## src/rtl/seg_disp_pkg.sv

```systemverilog
// Shared definitions for the seven-segment display blocks: hex glyph table,
// blank pattern, slot-state encoding and a constant clog2 helper.
package seg_disp_pkg;

  // All segments off (active-low cathodes, dp included).
  localparam logic [7:0] SEG_BLANK = 8'hFF;

  // Active-low glyphs for 0..F with the dp bit (bit 7) held off.
  localparam logic [7:0] HEX_SEG [0:15] = '{
    8'hC0, 8'hF9, 8'hA4, 8'hB0, 8'h99, 8'h92, 8'h82, 8'hF8,
    8'h80, 8'h90, 8'h88, 8'h83, 8'hC6, 8'hA1, 8'h86, 8'h8E
  };

  // Phase of the current digit slot.
  typedef enum logic [1:0] {
    SLOT_DEAD,
    SLOT_ON,
    SLOT_OFF
  } slot_state_e;

  // Ceiling log2, usable in parameter and port-width expressions; clog2(1) = 0.
  function automatic int clog2(input int value);
    int r;
    int v;
    r = 0;
    v = value - 1;
    while (v > 0) begin
      r++;
      v = v >> 1;
    end
    return r;
  endfunction

endpackage

```

## src/rtl/seg_hex_decode.sv

```systemverilog
// Combinational hex nibble + decimal point to active-low segment pattern.
// Shared by every display block that drives a seven-segment digit.
module seg_hex_decode
  import seg_disp_pkg::*;
(
  input  logic [3:0] nibble,
  input  logic       dp,
  output logic [7:0] seg
);

  assign seg = {~dp, HEX_SEG[nibble][6:0]};

endmodule

```

## src/rtl/seven_seg_scan_ctrl.sv

```systemverilog
// Multiplexed seven-segment scan controller.
// Scans NUM_DIGITS digits, one slot per digit; each slot is a blank dead time,
// a PWM lit window of min(brightness, SLOT_TICKS-DEAD_TICKS) ticks, then off.
// New digit values are staged by load and swapped in only at frame boundaries.
// Optional: define SEG_LEADING_ZERO_BLANK_EN to blank leading zero digits as
// values are latched into the active set.
module seven_seg_scan_ctrl
  import seg_disp_pkg::*;
#(
  parameter int NUM_DIGITS = 8,
  parameter int CLK_DIV    = 25000,
  parameter int SLOT_TICKS = 16,
  parameter int DEAD_TICKS = 1
) (
  input  logic                          clk,
  input  logic                          rst,
  input  logic [4*NUM_DIGITS-1:0]       data_in,
  input  logic [NUM_DIGITS-1:0]         dp_in,
  input  logic [NUM_DIGITS-1:0]         dig_en,
  input  logic                          load,
  input  logic [clog2(SLOT_TICKS)-1:0]  brightness,
  output logic [7:0]                    seg,
  output logic [NUM_DIGITS-1:0]         an,
  output logic                          frame_start,
  output logic                          load_pending
);

  localparam int PRE_W  = clog2(CLK_DIV);
  localparam int SLOT_W = clog2(SLOT_TICKS);
  localparam int IDX_W  = (NUM_DIGITS > 1) ? clog2(NUM_DIGITS) : 1;
  localparam int ON_MAX = SLOT_TICKS - DEAD_TICKS;

  localparam logic [PRE_W-1:0]  PRE_LAST  = PRE_W'(CLK_DIV - 1);
  localparam logic [SLOT_W-1:0] SLOT_LAST = SLOT_W'(SLOT_TICKS - 1);
  localparam logic [IDX_W-1:0]  IDX_LAST  = IDX_W'(NUM_DIGITS - 1);
  localparam logic [SLOT_W-1:0] DEAD_END  = SLOT_W'(DEAD_TICKS);
  localparam logic [SLOT_W-1:0] ON_LIMIT  = SLOT_W'(ON_MAX);

  // Timebase
  logic [PRE_W-1:0]  presc;
  logic              tick;
  logic              slot_wrap;
  logic              frame_tick;

  // Slot sequencing
  logic [SLOT_W-1:0] slot_cnt, slot_d;
  logic [SLOT_W-1:0] on_t_q, on_t_d;
  logic [SLOT_W:0]   on_end;
  logic [IDX_W-1:0]  idx;
  slot_state_e       state_q, state_d;

  // Staging and active digit sets
  logic [4*NUM_DIGITS-1:0] stg_data, act_data, lat_data;
  logic [NUM_DIGITS-1:0]   stg_dp,   act_dp,   lat_dp;
  logic [NUM_DIGITS-1:0]   stg_en,   act_en,   lat_en, lat_en_f;

  // Output path
  logic [3:0]            cur_nib;
  logic                  cur_dp;
  logic [7:0]            dec_seg;
  logic [7:0]            seg_d;
  logic [NUM_DIGITS-1:0] an_d;

  assign tick       = (presc == PRE_LAST);
  assign slot_wrap  = tick && (slot_cnt == SLOT_LAST);
  assign frame_tick = slot_wrap && (idx == IDX_LAST);

  // Prescaler: free-running 0..CLK_DIV-1, tick on the terminal count.
  always_ff @(posedge clk or posedge rst) begin
    // NOTE: sequential state uses non-blocking assignments so every register
    // samples pre-edge values regardless of block ordering.
    if (rst) begin
      presc <= '0;
    end else if (tick) begin
      presc <= '0;
    end else begin
      presc <= presc + 1'b1;
    end
  end

  // Digit index advances each time the slot counter wraps.
  always_ff @(posedge clk or posedge rst) begin
    if (rst) begin
      idx <= '0;
    end else if (slot_wrap) begin
      idx <= (idx == IDX_LAST) ? '0 : idx + 1'b1;
    end
  end

  // Slot FSM state register: slot counter, held lit width and phase.
  always_ff @(posedge clk or posedge rst) begin
    if (rst) begin
      slot_cnt <= '0;
      on_t_q   <= '0;
      state_q  <= SLOT_DEAD;
    end else begin
      slot_cnt <= slot_d;
      on_t_q   <= on_t_d;
      state_q  <= state_d;
    end
  end

  assign on_end = (SLOT_W + 1)'(DEAD_TICKS) + {1'b0, on_t_q};

  // Slot FSM next state: phase tracks the counter value the next edge loads.
  always_comb begin
    // NOTE: every variable gets a default before any branch, so no path can
    // leave one unassigned and infer a latch.
    slot_d  = slot_cnt;
    on_t_d  = on_t_q;
    state_d = state_q;
    if (slot_wrap) begin
      slot_d  = '0;
      on_t_d  = (brightness > ON_LIMIT) ? ON_LIMIT : brightness;
      state_d = SLOT_DEAD;
    end else if (tick) begin
      slot_d = slot_cnt + 1'b1;
      if (slot_d < DEAD_END) begin
        state_d = SLOT_DEAD;
      end else if ({1'b0, slot_d} < on_end) begin
        state_d = SLOT_ON;
      end else begin
        state_d = SLOT_OFF;
      end
    end
  end

  // Source of a latch into the active set: a coincident load bypasses staging.
  always_comb begin
    lat_data = stg_data;
    lat_dp   = stg_dp;
    lat_en   = stg_en;
    if (load) begin
      lat_data = data_in;
      lat_dp   = dp_in;
      lat_en   = dig_en;
    end
  end

`ifdef SEG_LEADING_ZERO_BLANK_EN
  logic seen_nz;

  // Clear enables of zero, dp-less digits above the top nonzero nibble.
  always_comb begin
    lat_en_f = lat_en;
    seen_nz  = 1'b0;
    for (int i = NUM_DIGITS - 1; i >= 1; i--) begin
      if (lat_data[i*4 +: 4] != 4'h0) begin
        seen_nz = 1'b1;
      end else if (!seen_nz && !lat_dp[i]) begin
        lat_en_f[i] = 1'b0;
      end
    end
  end
`else
  assign lat_en_f = lat_en;
`endif

  // Load handshake: stage on load, promote to active at the frame boundary.
  always_ff @(posedge clk or posedge rst) begin
    // NOTE: these are plain registers, not a RAM, so they are reset; that is
    // what guarantees a dark display (all enables 0) straight out of reset.
    if (rst) begin
      stg_data     <= '0;
      stg_dp       <= '0;
      stg_en       <= '0;
      act_data     <= '0;
      act_dp       <= '0;
      act_en       <= '0;
      load_pending <= 1'b0;
    end else if (frame_tick && (load || load_pending)) begin
      act_data     <= lat_data;
      act_dp       <= lat_dp;
      act_en       <= lat_en_f;
      load_pending <= 1'b0;
    end else if (load) begin
      stg_data     <= data_in;
      stg_dp       <= dp_in;
      stg_en       <= dig_en;
      load_pending <= 1'b1;
    end
  end

  // Select the nibble and dp of the digit currently being scanned.
  always_comb begin
    cur_nib = 4'h0;
    cur_dp  = 1'b0;
    for (int i = 0; i < NUM_DIGITS; i++) begin
      if (idx == IDX_W'(i)) begin
        cur_nib = act_data[i*4 +: 4];
        cur_dp  = act_dp[i];
      end
    end
  end

  seg_hex_decode u_hex_decode (
    .nibble (cur_nib),
    .dp     (cur_dp),
    .seg    (dec_seg)
  );

  // Pin values for the current phase; only the ON phase drives anything.
  always_comb begin
    seg_d = SEG_BLANK;
    an_d  = '1;
    if (state_q == SLOT_ON) begin
      seg_d = dec_seg;
      for (int i = 0; i < NUM_DIGITS; i++) begin
        if ((idx == IDX_W'(i)) && act_en[i]) begin
          an_d[i] = 1'b0;
        end
      end
    end
  end

  // Output registers: seg and an update on the same edge, frame_start pulses.
  always_ff @(posedge clk or posedge rst) begin
    if (rst) begin
      seg         <= SEG_BLANK;
      an          <= '1;
      frame_start <= 1'b0;
    end else begin
      seg         <= seg_d;
      an          <= an_d;
      frame_start <= frame_tick;
    end
  end

endmodule

```

## config.mk

```make
export PLATFORM = sky130hd
export DESIGN_NAME = seven_seg_scan_ctrl
export DESIGN_NICKNAME = d
export VERILOG_FILES = /design/src/rtl/seg_disp_pkg.sv /design/src/rtl/seg_hex_decode.sv /design/src/rtl/seven_seg_scan_ctrl.sv
export SDC_FILE = /design/constraint.sdc
export NUM_CORES = 1
export LEC_CHECK = 0
export ABC_AREA = 0
export CAP_MARGIN = 20
export CORE_AREA = 4 4 135 137
export CTS_BUF_LIST = sky130_fd_sc_hd__clkbuf_4 sky130_fd_sc_hd__clkbuf_8
export DETAILED_ROUTE_END_ITERATION = 8
export DIE_AREA = 0 0 139 141
export GPL_TIMING_DRIVEN = 0
export HOLD_SLACK_MARGIN = 0.02
export PLACE_DENSITY = 0.68
export SKIP_LAST_GASP = 1
export SLEW_MARGIN = 20
export SYNTH_ARGS = -nofsm -noshare
export SYNTH_HDL_FRONTEND = slang
export SYNTH_SLANG_ARGS = --single-unit
export TNS_END_PERCENT = 5
```

## constraint.sdc

```tcl
create_clock -name clk -period 9.3 [get_ports clk]
set_input_delay 1.86 -clock clk [delete_from_list [all_inputs] [get_ports clk]]
set_output_delay 1.86 -clock clk [all_outputs]
set_load 0.02 [all_outputs]
```

-- Yosys cells after proc, flatten, opt, wreduce, memory -nomap -nowiden
Memories as Yosys holds them, arrays and structs flattened.
Cells that the tools add are included.
- bits in registers: 142
- ROM bits: 128
- output and inout bits: 18
- memories kept: 1
- add/subtract/negate cells: 4
- magnitude comparators: 4
- equality and inequality tests: 10
- muxes and demuxes: 42
- bitwise logic cells: 2
- reductions and logical operators: 15
- memory list (name ; words ; bits a word ; rd ports ; clocked after Yosys merged registers in ; write ports ; line ; text):
    (no name shown) ; 16 ; 8 ; 1 ; 0 ; 0 ; seg_hex_decode.sv:11 ; assign seg = {~dp, HEX_SEG[nibble][6:0]};
- operators by type and width (kind ; number):
    $mux 4 ; 11
    $mux 32 ; 1
    $mux 8 ; 4
    $mux 1 ; 18
    $add 15x1->15 const B ; 1
    $eq 15x15->1 const B ; 1
    $mux 15 ; 1
    $mux 7 ; 2
    $eq 3x3->1 const B ; 4
    $logic_and 1x1->1 ; 11
    $mux 2 ; 4
    $eq 3x2->1 const B ; 2
    $add 1x4->5 const A ; 1
    $ge 5x5->1 const B ; 1
    $lt 4x5->1 ; 1
    $not 4->5 ; 1
    $add 4x1->4 const B ; 1
    $eq 4x4->1 const B ; 1
    $gt 4x4->1 const B ; 1
    $lt 4x1->1 const B ; 1
    $reduce_bool 2->1 ; 2
    $add 3x1->3 const B ; 1
    $eq 3x1->1 const B ; 1
    $logic_not 3->1 ; 1
    4 further kinds ; 4

-- Longest topological paths before layout
Gate-level depths: netlist of the first run.
- word-level depth: 14
- depth in mapped cells: 14

-- By module
From an unflattened synthesis of the first run, not the netlist that was laid out.
- cell total of the unflattened synthesis: 606
- area, all modules: 6802.8 µm²
- by module, submodules not included (module ; times used ; cells an instance ; area each (µm²)):
    seven_seg_scan_ctrl ; 1 ; 570 ; 6551.3
    seg_hex_decode ; 1 ; 36 ; 251.5

-- Worst setup path before layout of the first run
No wires, ideal clock.
- path kind: input to register
- start point: in load
- end point: reg act_data[27]
- arrival time: 3211 ps
- required time: 9164 ps
- setup slack: 5953 ps
- cell stages on the path: 5
- buffers on the path: 3
- path through: clkbuf_1 clkbuf_1 clkbuf_1 mux2i_1 o21ai_0
- longest elaborated chain between the ends: 2
- elaborated cells on any way between the ends: 3
- those cells by class: mux (1); reduce/logical (2)
- RTL lines (element ; line ; text):
    from (decl) ; seven_seg_scan_ctrl.sv:20 ; input logic load,
    $logic_or 1x1->1 ; seven_seg_scan_ctrl.sv:171 ; end else if (frame_tick && (load || load_pending)) begin
    $logic_and 1x1->1 ; seven_seg_scan_ctrl.sv:171 ;
    to (signal assigned) ; seven_seg_scan_ctrl.sv:172 ; act_data <= lat_data;
    to (decl) ; seven_seg_scan_ctrl.sv:53 ; logic [4*NUM_DIGITS-1:0] stg_data, act_data, lat_data;
Several ways; a longest one is shown, not always the timed one.
A chain may end at the register's enable or synchronous reset.

-- Worst setup path after layout of the first run
- start point: reg idx[1]
- end point: reg seg[0]
- longest elaborated chain between the ends: 14
- elaborated cells on any way between the ends: 21
- those cells by class: eq/ne (7); mux (11); bitwise (1); reduce/logical (1); memory (1)
- RTL lines (element ; line ; text):
    from (decl) ; seven_seg_scan_ctrl.sv:49 ; logic [IDX_W-1:0] idx;
    from (signal assigned) ; seven_seg_scan_ctrl.sv:86 ; idx <= (idx == IDX_LAST) ? '0 : idx + 1'b1;
    $logic_not 3->1 ; seven_seg_scan_ctrl.sv:189 ; if (idx == IDX_W'(i)) begin
    $mux 4 (7 in a row) ; seven_seg_scan_ctrl.sv:189 ;
    $mux 4 * ; seven_seg_scan_ctrl.sv:189 ;
    $not 4->5 (implied by the code) * ; seg_hex_decode.sv:11 ;
    $mem_v2 16x8 * ; -- ;
    $mux 7 (implied by the code) * (2 in a row) ; seg_hex_decode.sv:11 ;
    $mux 8 * ; seven_seg_scan_ctrl.sv:206 ; if (state_q == SLOT_ON) begin
    named net seg_d[0] ; seven_seg_scan_ctrl.sv:61 ; logic [7:0] seg_d;
    to (signal assigned) ; seven_seg_scan_ctrl.sv:223 ; seg <= seg_d;
    to (decl) ; seven_seg_scan_ctrl.sv:22 ; output logic [7:0] seg,
The timed path passes the listed nets; every way through them passes the cells marked *. The select of a mux whose other input is x is not followed.

==> impl_metrics.toml, run 1 <==
[floorplan]
fp.dieH_um = 141
coreArea_sq_um = 17060
placementRows = 48
dieArea_sq_um = 19600
fp.dieW_um = 139
initial_core_util = 0.3921
ios = 73

[clock_network]
post_cts_buffers = 0
clk_pin_slew_ps = 70
ctsHoldBuffers = 0
cts_tree = "yes"
htree_levels = 4
cts-buffers-inserted = 17
cts_resized = 0
cts.sinks = 142
insertion_delay_ps = 450
clockBufferDepth = 2
cts_root_buf = "clkbuf_8"

[grt]
grt_max_degree = 95
grt_use_met1 = 0.1969
use_met3 = 0.03731
grt_usage = 0.1546
grt-busiest-layer = "met2"
grt_pass1_vias = 4919
grt_pass1_wl_um = 24210
use_met2 = 0.2575
antenna_found_initial = 0
grt-ovfl-total = 0

[route]
drc = 0
ant_nets = 0
dr.pass1.iters = 5
vias_per_cell = 5.086
drt_wl_total_um = 14730
via_count = 4771
drt_iter0_drc = 351
routedWlPerCell_um = 15.70

[layout]
mostFrequentLayoutCell = "dfrtp_1"
antennaDiodeCount = 0
layout_common_cells = "dfrtp_1 (126), nand2_1 (95), clkdlybuf4s50_1 (71)"
area_delta_synth_final_pct = 20.99
drive_gt1_frac = 0.1599
fin_nets = 774
fin_cells = 938

[sta]
fin_setup_tns_ps = 0
skew_ps = 13.24
worst_pin_slew_ps = 740.8
setup_viol = 0
period_share = 0.3818
rsz0062_at_grt = "false"
max_clock_freq_mhz = 281.6
finalMaxSlewViolations = 0
hold_viol_final = 0
maxSlewHeadroom = 0.4999
period_minus_slack_ps = 3551

[logic_synthesis]
synth_edf_count = 0
synth.avg_cell_area_sq_um = 10.98
synth_seq_cells = 142
syn_area_sq_um = 6688
synth.distinct_cells = 51
syn_nets = 683
netlist_instances = 609
synth_flop_cell = "dfrtp_1"
yosysWarnings = 0
async_reset_ff_frac = 1.000
yosysSeqAreaShare = 0.5343

[power_and_ir_drop]
ir_drop_v = 0.00007737
clockPowerShare = 0.388
p_sw_frac = 0.2182
p_leak_nw = 3.471
power_frac_comb = 0.076
cellPowerDensity_nw_per_um2 = 149.6
seqPwrFrac = 0.536
power_mw = 1.210
p_sw_mw = 0.2640
p_int_mw = 0.9462

[place]
port_buffers = 71
post-place-cells = 906
gp_congestion = 0.8818
dp_hpwl_um = 10790

[worst_setup_path]
cp-end-kind = "flop"
critPathMaxFanout = 10
start_kind = "flop"
critPathRequiredTime_ps = 9640
cp.arrival_ps = 3890
r2r_slack_ps = 5750
critPathMaxStageDelay_ps = 480
slowest_stage = "buf_1"
crit_type = "flop to flop"
crit_top_cell = "o21ai_0"
crit_path_cell_trace = "inv_1, ha_1, clkbuf_1, buf_1, o21ai_0, a31oi_1, o21ai_0, mux2_2, ha_1, or3b_2, o21ai_0, o21ai_0"

[worst_hold_path]
hold_path.class = "flop to flop"

[flow_run]
drv_cap = 0

[run_status]
status = "completed"
## critical path: cells and delay by family, from the launching register on
| kind | cells | cell delay (ps) |
|---|---|---|
| AO/OA/AOI/OAI | 5 | 770 |
| adder cells (fa/ha/maj) | 2 | 510 |
| buffers and inverters | 3 | 960 |
| flip-flops | 1 | 410 |
| multiplexers | 1 | 340 |
| AND/OR/NAND/NOR | 1 | 460 |
## power by group through the flow
stage / registers, mW / clock network, mW / logic, mW
after floorplan: 0.657 / 0 / 0.0545
final: 0.649 / 0.469 / 0.0921
after global routing: 0.650 / 0.506 / 0.102
after CTS: 0.649 / 0.482 / 0.0948
after detailed placement: 0.660 / 0 / 0.0948
after global placement: 0.659 / 0 / 0.0896
## metrics by stage
step / setup WS, ps / util / hold slack [ps] / area (sq um)
final: 5749 / 0.4744 / 435.8 / 8092
after global routing: 5500 / 0.4744 / 466.4 / 8092
after CTS: 5783 / 0.4744 / 441.4 / 8092
after detailed placement: 5294 / 0.4523 / 430.9 / 7715
after global placement: 1933 / 0.4503 / 414.4 / 7680
after floorplan: 3657 / - / 390.5 / 6688
## worst paths after layout
kind | start | to | cells past startpoint
worst max-delay path | idx[1] | seg[0] | 12
worst min-delay path | act_en[2] | an[2] | 1
worst max register to register | idx[1] | seg[0] | 12
worst min register to register | act_en[2] | an[2] | 1
max in group asynchronous | rst | seg[7] | 3
min in group asynchronous | rst | load_pending | 2
## synthesized netlist by cell type, types with 2 or more instances
cell type / number / share of area
a21oi_1: 13 / 0.0097
xor2_1: 10 / 0.013
inv_1: 17 / 0.0095
nand2_1: 95 / 0.053
a22oi_1: 3 / 0.0034
a31oi_1: 4 / 0.0037
xnor2_1: 7 / 0.0092
nor2b_1: 2 / 0.0019
buf_2: 2 / 0.0015
nor3_1: 5 / 0.0037
clkbuf_1: 28 / 0.016
o211ai_1: 3 / 0.0034
dfrtp_1: 126 / 0.47
nand3b_1: 2 / 0.0022
o21ai_0: 63 / 0.047
a21o_1: 3 / 0.0034
a221o_1: 2 / 0.0030
mux2_2: 51 / 0.086
or2_2: 2 / 0.0019
o221ai_1: 4 / 0.0052
mux2i_1: 50 / 0.075
nor2_1: 21 / 0.012
nand4_1: 4 / 0.0037
ha_1: 19 / 0.036
and2_1: 2 / 0.0019
buf_1: 2 / 0.0011
nand2b_1: 6 / 0.0056
nand3_1: 21 / 0.016
o311ai_0: 2 / 0.0026
buf_6: 3 / 0.0051
and3_1: 2 / 0.0019
dfstp_2: 16 / 0.063
## flip-flops by register name (all words and copies together), names as in the netlist, 8 cells and up
name	flops
act_data	32
act_dp	8
presc	15
seg	8
stg_en	8
act_en	8
stg_data	32
an	8
stg_dp	8
## final cells by class
type,count,area (sq um)
Inverter,17,71.32
Tap cell,225,281.5
Clock inverter,3,40.04
Clock buffer,29,336.6
Sequential cell,142,3573
Buffer,35,156.4
Timing Repair Buffer,72,738.2
Fill cell,1581,8965
Multi-Input combinational cell,415,2894
## routing by layer
layer	vias to the layer above	share of wire
met3	16	0.039
met2	104	0.50
met1	2345	0.45
met4	0	0.011
li1	2306	-
met5	-	0
## kinds of logic (layout without fill, tap and decap cells)
| kind of cell | Yosys count | in the layout | synth area share |
|---|---|---|---|
| compound gates | 107 | 107 | 0.09504 |
| xor+xnor | 17 | 17 | 0.02226 |
| fa+ha+maj | 19 | 19 | 0.03555 |
| buf+inv | 52 | 156 | 0.03293 |
| flops | 142 | 142 | 0.5343 |
| mux | 101 | 101 | 0.1607 |
| simple gates | 171 | 171 | 0.1192 |
No activity file was read; power rests on OpenSTA's default activity.
==> run 2: changes to the inputs <==
--- a/config.mk
+++ b/config.mk
@@ -13,7 +13,7 @@
 export DIE_AREA = 0 0 139 141
 export GPL_TIMING_DRIVEN = 0
 export HOLD_SLACK_MARGIN = 0.02
-export PLACE_DENSITY = 0.68
+export PLACE_DENSITY = 0.7
 export SKIP_LAST_GASP = 1
 export SLEW_MARGIN = 20
 export SYNTH_ARGS = -nofsm -noshare
==> constraint.sdc (replaced) <==
create_clock -name clk -period 2.9 [get_ports clk]
set_input_delay 0.58 -clock clk [delete_from_list [all_inputs] [get_ports clk]]
set_output_delay 0.58 -clock clk [all_outputs]
set_load 0.02 [all_outputs]
==> run 2 against run 1 <==
Effect of this change: the flow now finishes with violations (setup timing); maximum frequency grew 22%; clock skew is 0.83 ps lower; clock-buffer cell count decreased by 9; flip-flop and latch count unchanged; sequential share of layout area is 1.0 points lower; die area is the same; non-clock buffer count is 9 higher; worst hold slack better by 10 ps; critical path depth is 1 higher; final area grew 2.4%; critical path type unchanged; critical endpoint unchanged.
==> impl_metrics.toml, run 2 (synthesis gave the netlist of run 1 again) <==
[route]
vias_per_cell = 5.001
drt_iter0_drc = 209
met1Wirelength_um = 6724
routed-wl-met2_um = 6763
routedWlPerCell_um = 15.29
ant_nets = 0
dr.pass1.iters = 4
drc = 0
drt_wl_total_um = 14480
top_layer_used = "met4"
wl_met3_um = 716
via_count = 4736

[worst_setup_path]
start_kind = "flop"
crit_path_cell_trace = "inv_1, ha_4, buf_4, buf_4, a21oi_1, o21ai_0, a31oi_1, o21ai_1, mux2_4, ha_2, or3b_2, o21ai_0, o21ai_1"
crit_type = "flop to flop"
slowest_stage = "or3b_2"
path_buf_inv = 3
cpLargestDelayFamily = "compound AO/OA/AOI/OAI gates"
critPathMaxFanout = 10
cp.arrival_ps = 3270
critPathMaxStageDelay_ps = 440
cp-end-kind = "flop"
critPathRequiredTime_ps = 3260

[place]
port_buffers = 71
dp_hpwl_um = 10670
gp_congestion = 0.8283

[grt]
grt_pass1_vias = 4769
grt_usage = 0.1542
antenna_found_initial = 0
grt-ovfl-total = 0
grt_max_degree = 33
grt_pass1_wl_um = 24070

[sta]
fin_setup_tns_ps = -7.768
rsz0062_at_grt = "true"
period_minus_slack_ps = 2908
max_clock_freq_mhz = 343.9
finalMaxSlewViolations = 0
skew_ps = 12.41
maxSlewHeadroom = 0.4581
period_share = 1.003
setup_viol = 1
hold_viol_final = 0
setup_slack_ps = -7.768
worst_pin_slew_ps = 812.9

[worst_hold_path]
hold_path.class = "flop to flop"

[power_and_ir_drop]
cellPowerDensity_nw_per_um2 = 469.7
p_leak_nw = 3.553
ir_drop_v = 0.0003292

[floorplan]
fp.dieW_um = 139
coreArea_sq_um = 17060
fp.dieH_um = 141
ios = 73
dieArea_sq_um = 19600
placementRows = 48
initial_core_util = 0.3921

[clock_network]
cts.sinks = 142
clockBufferDepth = 2
clk_pin_slew_ps = 80
cts_root_buf = "clkbuf_8"
cts_tree = "yes"
insertion_delay_ps = 450
htree_levels = 4
cts-buffers-inserted = 17

[layout]
fin_nets = 783
reg.largest.list = "act_data: 32 flops, stg_data: 32 flops, presc: 15 flops"
mostFrequentLayoutCell = "dfrtp_1"
layout_common_cells = "dfrtp_1 (125), nand2_1 (95), clkdlybuf4s50_1 (71)"
fillers = 1614
area_delta_synth_final_pct = 23.87
antennaDiodeCount = 0
drive_gt1_frac = 0.1939
final_core_util = 0.4857

[run_status]
violations = "setup timing"
status = "finished with violations"

[flow_run]
drv_cap = 0
-- run 2: cell count changes in the layout (fill, tap and decap cells not counted), moves of 2 or more --
cell,before,now
inv_6,0,3
clkbuf_1,28,21
clkbuf_4,10,4
ha_1,19,15
clkinv_4,0,3
ha_2,0,3
o21ai_0,63,60
clkinv_2,2,4
buf_12,0,4
o21ai_1,0,2
buf_4,0,10
clkinvlp_4,0,2
-- run 2: worst paths after layout --
kind / startpoint / endpoint / slack (ps) / cells after the start
max: idx[1] / seg[0] / -8 / 13
min: act_en[1] / an[1] / 450 / 1
max reg2reg: idx[1] / seg[0] / -8 / 13
min reg2reg: act_en[1] / an[1] / 450 / 1
max in group asynchronous: rst / seg[5] / 1490 / 4
min in group asynchronous: rst / stg_data[25] / 570 / 2
-- run 2: per-stage QoR --
step | setup slack [ps] | instances | total power [mW] | hold WS (ps) | area [sq um]
floorplan | 116.5 | 609 | 2.283 | 390.5 | 6691
global placement | -687.7 | 905 | 2.411 | 416.8 | 7684
detailed placement | -624.1 | 909 | 2.432 | 427.9 | 7764
CTS | -86.27 | 940 | 3.951 | 444.3 | 8205
global route | -165.0 | 947 | 4.062 | 480.5 | 8284
finish | -7.768 | 947 | 3.891 | 446.1 | 8284
-- run 2: report_power, final --
group | internal (mW) | total (mW) | switching [mW]
Combinational | 0.176 | 0.309 | 0.132
Clock | 0.737 | 1.50 | 0.767
Sequential | 2.05 | 2.08 | 0.0313
Total | 2.96 | 3.89 | 0.931
-- run 2: cell type report --
class	instances	area, sq um	share of cell area
clock buffers	20	269.0	0.03247
repair buffers	82	843.3	0.1018
well taps	225	281.5	0.03398
plain buffers	34	185.2	0.02235
flip-flops and latches	142	3575	0.4315
inverters	17	67.56	0.008156
clock inverters	12	110.1	0.01329
multi-input cells	415	2953	0.3564
-- run 2: what timing repair did --
| item | in CTS | in global routing |
|---|---|---|
| hold buffers | 0 | 0 |
| resized for setup | 20 | 16 |
| buffers inserted | 0 | 7 |
| endpoints found under the setup margin | 7 | 77 |
| pin swaps | 1 | 6 |
-- run 2: per-layer routing --
metal	up-vias	track usage
li1	2333	-
met2	109	0.2465
met3	24	0.03867
met1	2270	0.2058
met4	0	0.05407
met5	-	0
==> run 3: changes to the inputs <==
--- a/config.mk
+++ b/config.mk
@@ -6,6 +6,7 @@
 export NUM_CORES = 1
 export LEC_CHECK = 0
 export ABC_AREA = 0
+export ABC_CLOCK_PERIOD_IN_PS = 2900
 export CAP_MARGIN = 20
 export CORE_AREA = 4 4 135 137
 export CTS_BUF_LIST = sky130_fd_sc_hd__clkbuf_4 sky130_fd_sc_hd__clkbuf_8
==> results of run 3 <==
Same layout as run 2: the final DEF is identical, and so are final timing and power.
